## config.mk

```make
export PLATFORM = sky130hd
export DESIGN_NAME = rotor_inverse
export DESIGN_NICKNAME = d
export VERILOG_FILES = /design/src/rtl/enigma_pkg.sv /design/src/rtl/onehot_rotate.sv /design/src/rtl/rotor_inverse.sv
export SDC_FILE = /design/constraint.sdc
export NUM_CORES = 1
export LEC_CHECK = 0
export ABC_AREA = 1
export CORE_MARGIN = 2
export CORE_UTILIZATION = 40
export CTS_BUF_LIST = sky130_fd_sc_hd__clkbuf_16
export CTS_CLUSTER_DIAMETER = 50
export DETAILED_ROUTE_END_ITERATION = 8
export SYNTH_ARGS = -nofsm -noshare
export SYNTH_HDL_FRONTEND = slang
export SYNTH_SLANG_ARGS = --single-unit
```

## constraint.sdc

```tcl
create_clock -name clock -period 4.99 [get_ports clock]
set_input_delay 0.998 -clock clock [delete_from_list [all_inputs] [get_ports clock]]
set_output_delay 0.998 -clock clock [all_outputs]
set_load 0.005 [all_outputs]
```

## src/rtl/enigma_pkg.sv

```systemverilog
// Shared alphabet constants, rotor position type and the inverse rotor wiring table.
package enigma_pkg;

  localparam int LETTERS = 26;

  typedef logic [4:0] pos_t;

  localparam pos_t A = 5'd0,  B = 5'd1,  C = 5'd2,  D = 5'd3,  E = 5'd4,  F = 5'd5;
  localparam pos_t G = 5'd6,  H = 5'd7,  I = 5'd8,  J = 5'd9,  K = 5'd10, L = 5'd11;
  localparam pos_t M = 5'd12, N = 5'd13, O = 5'd14, P = 5'd15, Q = 5'd16, R = 5'd17;
  localparam pos_t S = 5'd18, T = 5'd19, U = 5'd20, V = 5'd21, W = 5'd22, X = 5'd23;
  localparam pos_t Y = 5'd24, Z = 5'd25;

  // Default wiring is an involution (pairs AR BD CF EH GJ IZ KM LO NQ PS TV UX WY),
  // so the inverse table is identical to the forward one.
  localparam pos_t INV_WIRING [LETTERS] = '{
    R, D, F, B, H, C, J, E, Z, G, M, O, K,
    Q, L, S, N, A, P, V, X, T, Y, U, W, I
  };

endpackage

```

## src/rtl/onehot_rotate.sv

```systemverilog
// Combinational cyclic rotate of a 26-bit word by 0..25 places, left (+) or right (-).
module onehot_rotate
  import enigma_pkg::*;
(
  input  logic [LETTERS-1:0] data_in,
  input  pos_t               amount,
  input  logic               dir_left,
  output logic [LETTERS-1:0] data_out
);

  // A zero amount shifts the wrap-around term by the full width, which yields zero.
  always_comb begin
    if (dir_left) begin
      data_out = (data_in << amount) | (data_in >> (LETTERS - int'(amount)));
    end else begin
      data_out = (data_in >> amount) | (data_in << (LETTERS - int'(amount)));
    end
  end

endmodule

```

## src/rtl/rotor_inverse.sv

```systemverilog
// Inverse-path Enigma rotor: one-cycle one-hot letter translation plus rotor position/notch logic.
module rotor_inverse
  import enigma_pkg::*;
#(
  parameter int NOTCH   = 16,
  parameter int LETTERS = 26
) (
  input  logic               clock,
  input  logic               reset,
  input  logic               in_valid,
  input  logic [LETTERS-1:0] in_data,
  input  logic               step,
  input  logic               load,
  input  logic [4:0]         load_pos,
  output logic               out_valid,
  output logic [LETTERS-1:0] out_data,
  output logic               err,
  output logic [4:0]         pos,
  output logic               carry_out
);

  pos_t               pos_q, pos_d;
  logic               carry_q, carry_d;
  logic               out_valid_q, out_valid_d;
  logic [LETTERS-1:0] out_data_q, out_data_d;
  logic               err_q, err_d;

  logic [LETTERS-1:0] rot_in, mapped, rot_out;
  logic               is_onehot;

  onehot_rotate u_rot_in (
    .data_in  (in_data),
    .amount   (pos_q),
    .dir_left (1'b0),
    .data_out (rot_in)
  );

  onehot_rotate u_rot_out (
    .data_in  (mapped),
    .amount   (pos_q),
    .dir_left (1'b1),
    .data_out (rot_out)
  );

  // NOTE: every signal written here gets a default first, so no path leaves it unassigned and no latch is inferred.
  always_comb begin
    mapped = '0;
    for (int i = 0; i < LETTERS; i++) begin
      mapped[INV_WIRING[i]] = rot_in[i];
    end
  end

  assign is_onehot = (in_data != '0) && ((in_data & (in_data - 1'b1)) == '0);

  always_comb begin
    out_valid_d = in_valid;
    err_d       = in_valid && !is_onehot;
    out_data_d  = (in_valid && is_onehot) ? rot_out : '0;
  end

  // Load beats step; the notch carry belongs only to a step that actually happened.
  always_comb begin
    pos_d   = pos_q;
    carry_d = 1'b0;
    if (load) begin
      pos_d = (load_pos >= pos_t'(LETTERS)) ? '0 : load_pos;
    end else if (step) begin
      pos_d   = (pos_q == pos_t'(LETTERS - 1)) ? '0 : pos_q + 5'd1;
      carry_d = (pos_q == pos_t'(NOTCH));
    end
  end

  // NOTE: state registers use non-blocking assignments so every flop samples pre-edge values.
  always_ff @(posedge clock or negedge reset) begin
    if (!reset) begin
      pos_q       <= '0;
      carry_q     <= 1'b0;
      out_valid_q <= 1'b0;
      out_data_q  <= '0;
      err_q       <= 1'b0;
    end else begin
      pos_q       <= pos_d;
      carry_q     <= carry_d;
      out_valid_q <= out_valid_d;
      out_data_q  <= out_data_d;
      err_q       <= err_d;
    end
  end

  assign pos       = pos_q;
  assign carry_out = carry_q;
  assign out_valid = out_valid_q;
  assign out_data  = out_data_q;
  assign err       = err_q;

endmodule

```

Word-level counts from Yosys, hierarchy flattened:

Cells that the tools add are included.

* register bits: 34
* input bits: 36
* output and inout port bits: 34
* logic and storage cells: 32

* $add $sub $neg: 3
* $lt $le $gt $ge: 1
* eq/ne operators: 2
* shift operators: 4
* muxes and demuxes: 7
* bitwise logic cells: 3
* reduce and logical (&&, ||, !) cells: 7

Operators by type and width (number)
* $or 26x26->26: 2
* $shl 26x32->26: 1
* $shr 26x32->26: 1
* $and 26x26->26: 1
* $logic_not 26->1: 1
* $mux 26: 1
* $reduce_bool 26->1: 1
* $shl 26x5->26: 1
* $shr 26x5->26: 1
* $sub 26x1->26 const B: 1
* $mux 5: 4
* $eq 5x5->1 const B: 2
* $sub 5x5->6 const A: 1
* $add 5x1->5 const B: 1
* $ge 5x5->1 const B: 1
* $logic_and 1x1->1: 3
* $mux 1: 2
* $reduce_bool 2->1: 1
* $logic_not 1->1: 1

Longest topological paths before layout:

Gate-level depths: netlist (run 1).

* word-level depth: 6
* gate-level depth with buffers: 25
* mapped depth without buffers: 20

By module:

From an unflattened synthesis (run 1), not the netlist that was laid out.

* cell total of the unflattened synthesis: 2540
* area total of the unflattened synthesis: 12396.9 um^2

By module, submodules not included
* onehot_rotate: times used 2, cells each 1136, area each 5216.3 um^2, seq. area each 0.0 um^2
* rotor_inverse: times used 1, cells each 268, area each 1964.4 um^2, seq. area each 850.8 um^2

Worst setup path after synthesis (run 1):

Ideal clock, no wire load.

* path type: register to register
* from: reg pos_q[1], in the netlist pos[1]
* to: reg out_data_q[22], in the netlist out_data[22]
* setup time: 0.073 ns
* arrival: 3.424 ns
* data required time: 4.917 ns
* path slack: 1.493 ns
* cell stages (with the launch flop): 22
* path buffers: 6
* clock period less this slack: 3.497 ns
* cells stage by stage: dfrtp_1 -> buf_2 -> clkinv_1 -> clkbuf_1 -> buf_2 -> buf_1 -> ha_1 -> buf_2 -> inv_1 -> clkbuf_1 -> nand3_1 -> nand3_1 -> nand2_1 -> nand2_1 -> nand3_1 -> nand3_1 -> nand3_1 -> nand3_1 -> nand3_1 -> o21ai_0 -> inv_1 -> a21oi_2

* word-level cells in the longest chain between the ends: 6
* elaborated cells between the ends (all ways): 8
* those cells by class: add/sub (1); shift (4); mux (1); bitwise (2)

RTL lines
* start, declared: line rotor_inverse.sv:22 `pos_t pos_q, pos_d;`
* start signal, assigned: line rotor_inverse.sv:82 `pos_q <= pos_d;`
* $sub 5x5->6
* $shl 26x32->26: line onehot_rotate.sv:16 `data_out = (data_in >> amount) | (data_in << (LETTERS - int'(amount)));`
* $or 26x26->26: line onehot_rotate.sv:16
* $shr 26x32->26 or $shl 26x5->26 (tied branches): line onehot_rotate.sv:14 `data_out = (data_in << amount) | (data_in >> (LETTERS - int'(amount)));`
* $or 26x26->26 (*): line onehot_rotate.sv:14
* $mux 26 (*): line rotor_inverse.sv:58 `out_data_d = (in_valid && is_onehot) ? rot_out : '0;`
* via out_data_d[22]: line rotor_inverse.sv:25 `logic [LETTERS-1:0] out_data_q, out_data_d;`
* end signal, assigned: line rotor_inverse.sv:85 `out_data_q <= out_data_d;`
* end, declared: line rotor_inverse.sv:25

Mark *: on every way through the listed nets, which the timed path passes. The rest lies on a longest branch.
A chain may end at the register's enable or synchronous reset.

Worst setup path after layout (run 1):

* from: reg pos_q[0], in the netlist pos[0]
* to: reg out_data_q[19], in the netlist out_data[19]

The elaborated chain is that of the path after synthesis.

==> results.toml, run 1 <==
[setup_path]
cpLargestDelayFamily = "simple AND/OR/NAND/NOR gates"
critical_path.cell_chain = "inv_2 > ha_1 > inv_1 > nand4_1 > nand3_1 > nand2_1 > nand2_1 > nand3_1 > nand3_1 > nand3_1 > nand3_1 > nand2_1 > nor2_1 > nand2_1 > nand3_1 > nand2_1 > inv_1"
critical_path.max_fanout = 31
critPathLaunchType = "flop"
critPathCaptureType = "flop"
critical_path.slowest_cell = "dfrtp_2"
ff2ff_setup_slack_ps = 1120
worst_r2r_startpoint = "pos[0]"
timing.rr.end = "out_data[19]"
timing.critical_path.required_ps = 5230
cp_slowest_stage_delay_ps = 750
worst-path-buf-inv = 3
critical_path.most_common_cell = "nand3_1"
critPathLaunch = "pos[0]"
timing.reg2reg.worst_path_depth = 17
crit_path_kind = "flop to flop"
cp.arrival_ps = 4100

[synthesis]
avgSynthCellArea_um2 = 5.26
ys_types = 39
synthCells = 1282
yosys.cell_count.top_type = "nand3_1"
syn-cell-area_um2 = 6740
net_count_of_the_mapped_netlist = 1321
netlist.area_leader.share = 0.356
netlist_top_cells_area = "nand3_1, nand2_1, dfrtp_1"
async_flop_share = 1.00
yosysWarnings = 0
synth_edf_count = 0
dominantRegCellSynth = "dfrtp_1"
synth.ff_latch_count = 34
seq_area_frac_synth = 0.126
synth_area_leader_cell = "nand3_1"
netlist_top_cells_count = "nand3_1, nand2_1, nor2_1"

[global_route]
gr-usage-all-layers = 0.323
number_of_global_route_vias_before_repair = 8498
grt_antenna_before_repair = 0
grt_remaining_overflow = 0
largest_net_degree_at_the_start_of_global_routing = 57
first_pass_grt_wire_length_um = 46100

[die]
floorplan.die.width_um = 134
die_height_um = 134
placement_rows = 47
floorplan.core_area_um2 = 16500
pin_count = 70
floorplan.die_area_um2 = 17900
start_util = 0.408

[finish]
final_core_utilization = 0.463
finish.net_count = 1325
post_route_cells_drive_above_1_share = 0.0614
area_delta_synth_final_pct = 13.4
finish.cell_count_without_fillers = 1507
diodes = 0
fin_area_um2 = 7640

[timing]
fin_ws_ps = 1120
timing.hold.ws_ps = 771
timing_max_transition_violations_final = 0
tns_ps = 0
fin_crit_ps = 3870
max-slew-margin-rel = 0.213
fin_worst_skew_ps = 4.76
final-hold-violation-count = 0
finalCritPeriodShare = 0.775
worstMarginPinSlew_ps = 1180
final-setup-viol-count = 0
fmaxAchievable_ghz = 0.259
grt_setup_unrepaired = "no"

[job]
maxCapViolCount = 0

[clock_network]
clock_tree.root_cell = "clkbuf_16"
clkSlewWorstSetupHoldPaths_ps = 60
postCtsResizedCells = 0
clock_insertion_delay_worst_skew_ps = 290
h_tree_lvls = 2
numCtsBuffers = 5
cts_setup_buffers = 0
cts_tree = "yes"
cts.sinks = 34
cts-hold-fix-buffers = 0
cts-root-to-sink-buffers = 2

[power_and_ir_drop]
power.density_nw_per_um2 = 436
total_power_mw = 3.33
power.static_leakage_nw = 3.64
worst_ir_drop_vdd_mv = 0.451

[detailed_routing]
vias = 9264
drt-wirelength-per-cell_um = 19.0
totalWireLength_um = 28700
drtPass1Iterations = 7
drt.antenna.violating_nets = 0
detailedRoute.firstIterationViolations = 1554
post-route-drc-count = 0
vias_per_cell = 6.15

[place]
dpl_worst_slack_ps = 1080
dpl-instance-area_um2 = 7450
place_inst = 1499
place.detailed.hpwl_um = 21400
buffer_ports.inserted = 69
final_weighted_congestion_in_routability_driven_placement = 0.995

[min_path]
hold_path.class = "primary input to async pin"

[outcome]
outcome = "finished, final reports clean"
-- layer usage --
layer | global-route usage | wire (µm) | vias up
li1 | - | - | 4414
met1 | 0.449 | 12000 | 4184
met2 | 0.484 | 12200 | 580
met3 | 0.0767 | 3310 | 84
met4 | 0.121 | 1180 | 2
met5 | 0.0222 | 42 | -
-- worst max path at each step --
stage,to,depth (start not counted)
finish,out_data[19],17
global route,out_data[19],17
CTS,out_data[19],17
detailed placement,out_data[1],16
global placement,out_data[25],15
floorplan,out_data[22],21
-- where the power goes --
part	switching, mW	leakage [nW]	total [mW]	internal [mW]
Sequential	0.0424	0.460	0.325	0.283
Combinational	1.84	3.08	2.59	0.744
Clock	0.131	0.0940	0.418	0.287
Total	2.02	3.64	3.33	1.31
-- registers in the layout (all words and copies together) (netlist names) --
signal	count
out_valid	1
out_data	26
carry_out	1
err	1
pos	5
-- cells in the final DEF (no fill, tap or decap), drive strengths merged --
master / synthesis / routed
a21oi: 43 / 43
buf: 65 / 23
nand4: 52 / 52
nor3: 5 / 5
xor2: 3 / 3
o221ai: 1 / 1
inv: 70 / 70
o211ai: 4 / 4
o22ai: 1 / 1
o31ai: 1 / 1
nand3: 482 / 482
o21ai: 43 / 43
or2: 2 / 2
dfrtp: 34 / 34
a22oi: 4 / 4
clkinv: 1 / 2
and2: 5 / 5
maj3: 1 / 1
nor3b: 1 / 1
clkbuf: 29 / 5
nand2: 342 / 342
nor2: 89 / 89
bufinv: 0 / 2
clkdlybuf4s50: 0 / 68
a31oi: 1 / 1
ha: 3 / 3
-- logic make-up (layout without fill, tap and decap cells) --
family | after synthesis | count (layout) | synth area share
buffers and inverters | 165 | 170 | 0.103
AND/OR/NAND/NOR | 978 | 978 | 0.670
flip-flops | 34 | 34 | 0.126
XOR/XNOR | 3 | 3 | 0.00501
adder cells (fa/ha/maj) | 4 | 4 | 0.00705
AO/OA/AOI/OAI | 98 | 98 | 0.0893
-- layout make-up --
class	instances	area, µm²
clock buffers	5	125
clock inverters	3	68.8
fillers	1825	8880
inverters	71	269
multi-input cells	1083	5200
flip-flops and latches	34	852
well taps	220	275
repair buffers	91	851
(Power assumes the default switching activity.)
==> run 2: changes to the inputs <==
==> constraint.sdc (replaced) <==
create_clock -name clock -period 3.9 [get_ports clock]
set_input_delay 0.78 -clock clock [delete_from_list [all_inputs] [get_ports clock]]
set_output_delay 0.78 -clock clock [all_outputs]
set_load 0.005 [all_outputs]
==> results.toml, run 2 (synthesis results as in run 1) <==
[outcome]
outcome = "finished, final reports clean"

[clock_network]
cts-root-to-sink-buffers = 2
clock_tree.root_cell = "clkbuf_16"
numCtsBuffers = 5
postCtsResizedCells = 0
h_tree_lvls = 2
clkSlewWorstSetupHoldPaths_ps = 60
cts.sinks = 34
cts_tree = "yes"
cts-hold-fix-buffers = 0
cts_setup_buffers = 0
clock_insertion_delay_worst_skew_ps = 290

[finish]
fin_area_um2 = 7760
finish.net_count = 1339
diodes = 0
most_common_cell_after_layout_fill_and_taps_aside = "nand3_1"
final_cell_mix = "nand3_1, nand2_1, nor2_1"
area_delta_synth_final_pct = 15.1
finish.cell_count_without_fillers = 1521
largest_register_ffs = 26
post_route_cells_drive_above_1_share = 0.0707
final_core_utilization = 0.470

[setup_path]
cp.arrival_ps = 3590
timing.critical_path.required_ps = 4130
timing.reg2reg.worst_path_depth = 16
critPathLaunchType = "primary input"
critPathCaptureType = "flop"
ff2ff_setup_slack_ps = 720
crit_path_kind = "primary input to flop"
critical_path.max_fanout = 3
worst_r2r_startpoint = "pos[3]"
timing.rr.end = "out_data[25]"

[die]
placement_rows = 47
floorplan.core_area_um2 = 16500
die_height_um = 134
floorplan.die.width_um = 134
pin_count = 70
floorplan.die_area_um2 = 17900
start_util = 0.408

[detailed_routing]
drt-met1-wl_um = 12300
drt-wirelength-per-cell_um = 19.2
top_layer = "met4"
detailedRoute.firstIterationViolations = 1507
totalWireLength_um = 29200
vias_per_cell = 6.19
route.met3.wl_um = 3320
vias = 9410
post-route-drc-count = 0
drtPass1Iterations = 6
drt.antenna.violating_nets = 0
routed-wl-met2_um = 12700

[power_and_ir_drop]
power.static_leakage_nw = 3.71
worst_ir_drop_vdd_mv = 0.387
total_power_mw = 4.32
power.density_nw_per_um2 = 557

[place]
dpl_worst_slack_ps = 311
place.detailed.hpwl_um = 22100
buffer_ports.inserted = 69
dpl-instance-area_um2 = 7570
place_inst = 1513
final_weighted_congestion_in_routability_driven_placement = 1.01

[global_route]
gr-usage-all-layers = 0.327
first_pass_grt_wire_length_um = 46900
grt_remaining_overflow = 0
number_of_global_route_vias_before_repair = 8578
largest_net_degree_at_the_start_of_global_routing = 57
grt_antenna_before_repair = 0

[timing]
fin_ws_ps = 539
fin_worst_skew_ps = 5.58
timing_max_transition_violations_final = 0
worstMarginPinSlew_ps = 804
finalCritPeriodShare = 0.862
grt_setup_unrepaired = "no"
timing.hold.ws_ps = 571
final-hold-violation-count = 0
final-setup-viol-count = 0
fin_crit_ps = 3360
tns_ps = 0
max-slew-margin-rel = 0.464
fmaxAchievable_ghz = 0.298

[job]
maxCapViolCount = 0

[min_path]
hold_path.class = "primary input to async pin"
run 2: changes by cell type in the layout (fill, tap and decap cells not counted), sizes merged:
cell  previous run  this run
buf             23        37
run 2: report_power, final:
group          leakage, nW  total [mW]  switching [mW]  internal, mW
sequential           0.460       0.385          0.0226         0.363
combinational         3.16        3.39            2.40         0.994
clock               0.0940       0.540           0.173         0.368
total                 3.71        4.32            2.60          1.72
run 2: worst max-delay path, stage by stage:
cell and delay (ps):
clkdlybuf4s50_1 480, nor2_2 190, nand3_2 120, inv_2 90
nand2_2 70, nor2_4 100, nand2_2 80, nor2_4 110
nand2_2 90, nor2_4 120, nand2_1 100, o21ai_1 120
nand2_1 60, a21oi_1 380, nand3_1 130, nor2_1 390
nand2_1 120, inv_1 60
run 2: worst max-delay path by stage:
| stage | from | end | cells after the start |
|---|---|---|---|
| 5_1_grt | in_data[1] | out_data[19] | 18 |
| 2_1_floorplan | pos[1] | out_data[22] | 21 |
| 3_3_place_gp | in_data[1] | out_data[25] | 17 |
| 4_1_cts | in_data[1] | out_data[25] | 17 |
| 6_report | in_data[1] | out_data[18] | 18 |
| 3_5_place_dp | in_data[1] | out_data[25] | 17 |
run 2: layout make-up:
cell class                      count  area, µm²
Clock buffer                        5        125
Clock inverter                      3       68.8
Fill cell                        1816       8760
Inverter                           71        269
Multi-Input combinational cell   1083       5200
Sequential cell                    34        852
Tap cell                          220        275
Timing Repair Buffer              105        968
run 2: metal layers:
metal	track usage	vias up
met5	0	-
li1	-	4440
met1	0.460	4256
met3	0.0665	95
met4	0.103	0
met2	0.500	619
==> patch: new RTL, settings of run 1 <==
Put one more register stage on the output `out_data`. The value now appears one clock later. The other outputs are not delayed to match.
--- a/src/rtl/rotor_inverse.sv
+++ b/src/rtl/rotor_inverse.sv
@@ -92,3 +92,5 @@
   assign out_valid = out_valid_q;
-  assign out_data  = out_data_q;
+  always_ff @(posedge clock) begin
+    out_data <= out_data_q;
+  end
   assign err       = err_q;
Check against the original RTL: not equivalent (Yosys sat finds a counterexample within 4 cycles, from zero or initial values and one cycle with reset low).
==> patch against run 1 <==
  * Routed wire length rose by 0.67%
  * Synthesized area increased by 7.7%
  * Sequential share of layout area up 5.4 points
  * Setup slack lost 2.7 ps
  * Power rose by 14%
  * Sequential cell count increased by 26
  * Final area is 8.6% higher
  * Critical path type unchanged
  * Largest power group unchanged
==> patch: results (changes against run 1) <==
================================================================================
Status                                                              complete, no violations   unchanged
Count of TritonRoute iterations in the first routing pass                      6   was 7
Vias in the first global route                                             8,639   was 8,498
Largest voltage drop on the vdd net                                     0.447 mV   was 0.451 mV
Worst-skew pair later-pin latency                                         350 ps   was 290 ps
Layout net count                                                           1,354   was 1,325
Wire length of the first global-routing pass                           46,700 um   was 46,100 um
Synth cell types                                                              40   was 39
Filler instances                                                           2,005   was 1,825
Fraction of the yosys area taken by sequential cells                       18.9%   was 12.6%
Kind of cell adding the most delay to the critical path             simple AND/OR/NAND/NOR gates   unchanged
Top area cells in the synthesized netlist                           sky130_fd_sc_hd__nand3_1 (33%), sky130_fd_sc_hd__nand2_1 (18%), sky130_fd_sc_hd__dfrtp_1 (12%)   was sky130_fd_sc_hd__nand3_1 (36%), sky130_fd_sc_hd__nand2_1 (19%), sky130_fd_sc_hd__dfrtp_1 (13%)
Worst max-slew margin expressed relative to the limit                      22.1%   was 21.3%
Post-DP HPWL                                                           21,100 um   was 21,400 um
Clock H-tree levels                                                            3   was 2
Global Route Usage Sum                                                     30.1%   was 32.3%
Slowest cell delay on critical path                                       760 ps
Fraction of layout cells with a size suffix above 1                        6.52%   was 6.14%
Via count                                                                  9,448   was 9,264
Number of buffers added by the clock tree synthesis step                       9   was 5
Share of async-settable or async-resettable flops after synthesis          56.7%   was 100%
Placer's final routability congestion estimate                              1.02   was 0.995
Final routed wire length divided by cell count                           18.7 um   was 19.0 um
Number of DRC markers after the initial detailed-route iteration           1,222   was 1,554
Worst min path class                                                  reg -> reg   was in -> async
Leakage power                                                         0.00390 uW   was 0.00364 uW
Arrival time at the worst endpoint                                       4150 ps   was 4100 ps
Clock skew                                                               14.3 ps   was 4.76 ps
================================================================================
==> patch: changes by cell type in the layout (fill, tap and decap cells not counted) <==
cell                         delta
sky130_fd_sc_hd__clkinv_4       +1
sky130_fd_sc_hd__clkinv_2       +1
sky130_fd_sc_hd__dfxtp_1       +26
sky130_fd_sc_hd__clkinvlp_4     +1
sky130_fd_sc_hd__buf_4          -1
sky130_fd_sc_hd__inv_6          +1
sky130_fd_sc_hd__clkbuf_16      +4
==> patch: area by class of cell <==
| class | instances | area share [%] |
|---|---|---|
| Timing Repair Buffer | 90 | 10.2 |
| Tap cell | 229 | 3.45 |
| Multi-Input combinational cell | 1083 | 62.7 |
| Sequential cell | 60 | 16.5 |
| Clock inverter | 7 | 1.19 |
| Inverter | 71 | 3.24 |
| Clock buffer | 9 | 2.71 |
==> patch: final timing paths <==
path / startpoint / endpoint / slack (ps) / cells after the start
worst min-delay path: out_data_q[0] / out_data[0] / 340 / 0
max in group asynchronous: reset / pos[0] / 3670 / 1
worst max register to register: pos[0] / out_data_q[19] / 1120 / 18
worst min register to register: out_data_q[0] / out_data[0] / 340 / 0
worst max-delay path: pos[0] / out_data_q[19] / 1120 / 18
min in group asynchronous: reset / out_data_q[20] / 760 / 1
==> patch: worst register-to-register path: cells and delay by family (launching register included) <==
family,cells,cell delay [ps]
and+or+nand+nor,13,1760
buffers and inverters,4,930
DFF,1,760
adders and majority gates,1,330
==> patch: stage by stage <==
stage | std cells | power (uW)
final | 1549 | 3790
after global routing | 1549 | 4090
after global placement | 1533 | 3030
after CTS | 1549 | 3720
after detailed placement | 1533 | 3030
after floorplan | 1308 | 2370
==> patch: logic make-up (layout without fill, tap and decap cells) <==
| kind of cell | Yosys count | count (layout) | synth area share [%] |
|---|---|---|---|
| xor gates and xnor gates | 3 | 3 | 0.465 |
| adders and majority gates | 4 | 4 | 0.655 |
| and+or+nand+nor | 978 | 978 | 62.2 |
| buffers and inverters | 165 | 177 | 9.55 |
| AOI/OAI and AO/OA | 98 | 98 | 8.29 |
| DFF | 60 | 60 | 18.9 |
==> patch: power by group <==
part / total [uW] / switching (uW) / internal [uW]
Clock: 679 / 240 / 439
Sequential: 535 / 44.5 / 491
Combinational: 2570 / 1830 / 743
Total: 3790 / 2120 / 1670
==> patch: metal layers <==
layer  vias up  global-route usage [%]  share of wire [%]  wire length [um]
met5         -                       0                  0                 0
li1       4507                       -                  -                 -
met3        70                    6.60                 11              3290
met4         0                    11.5                3.4               990
met2       587                    45.3                 43             12500
met1      4284                    42.1                 42             12100
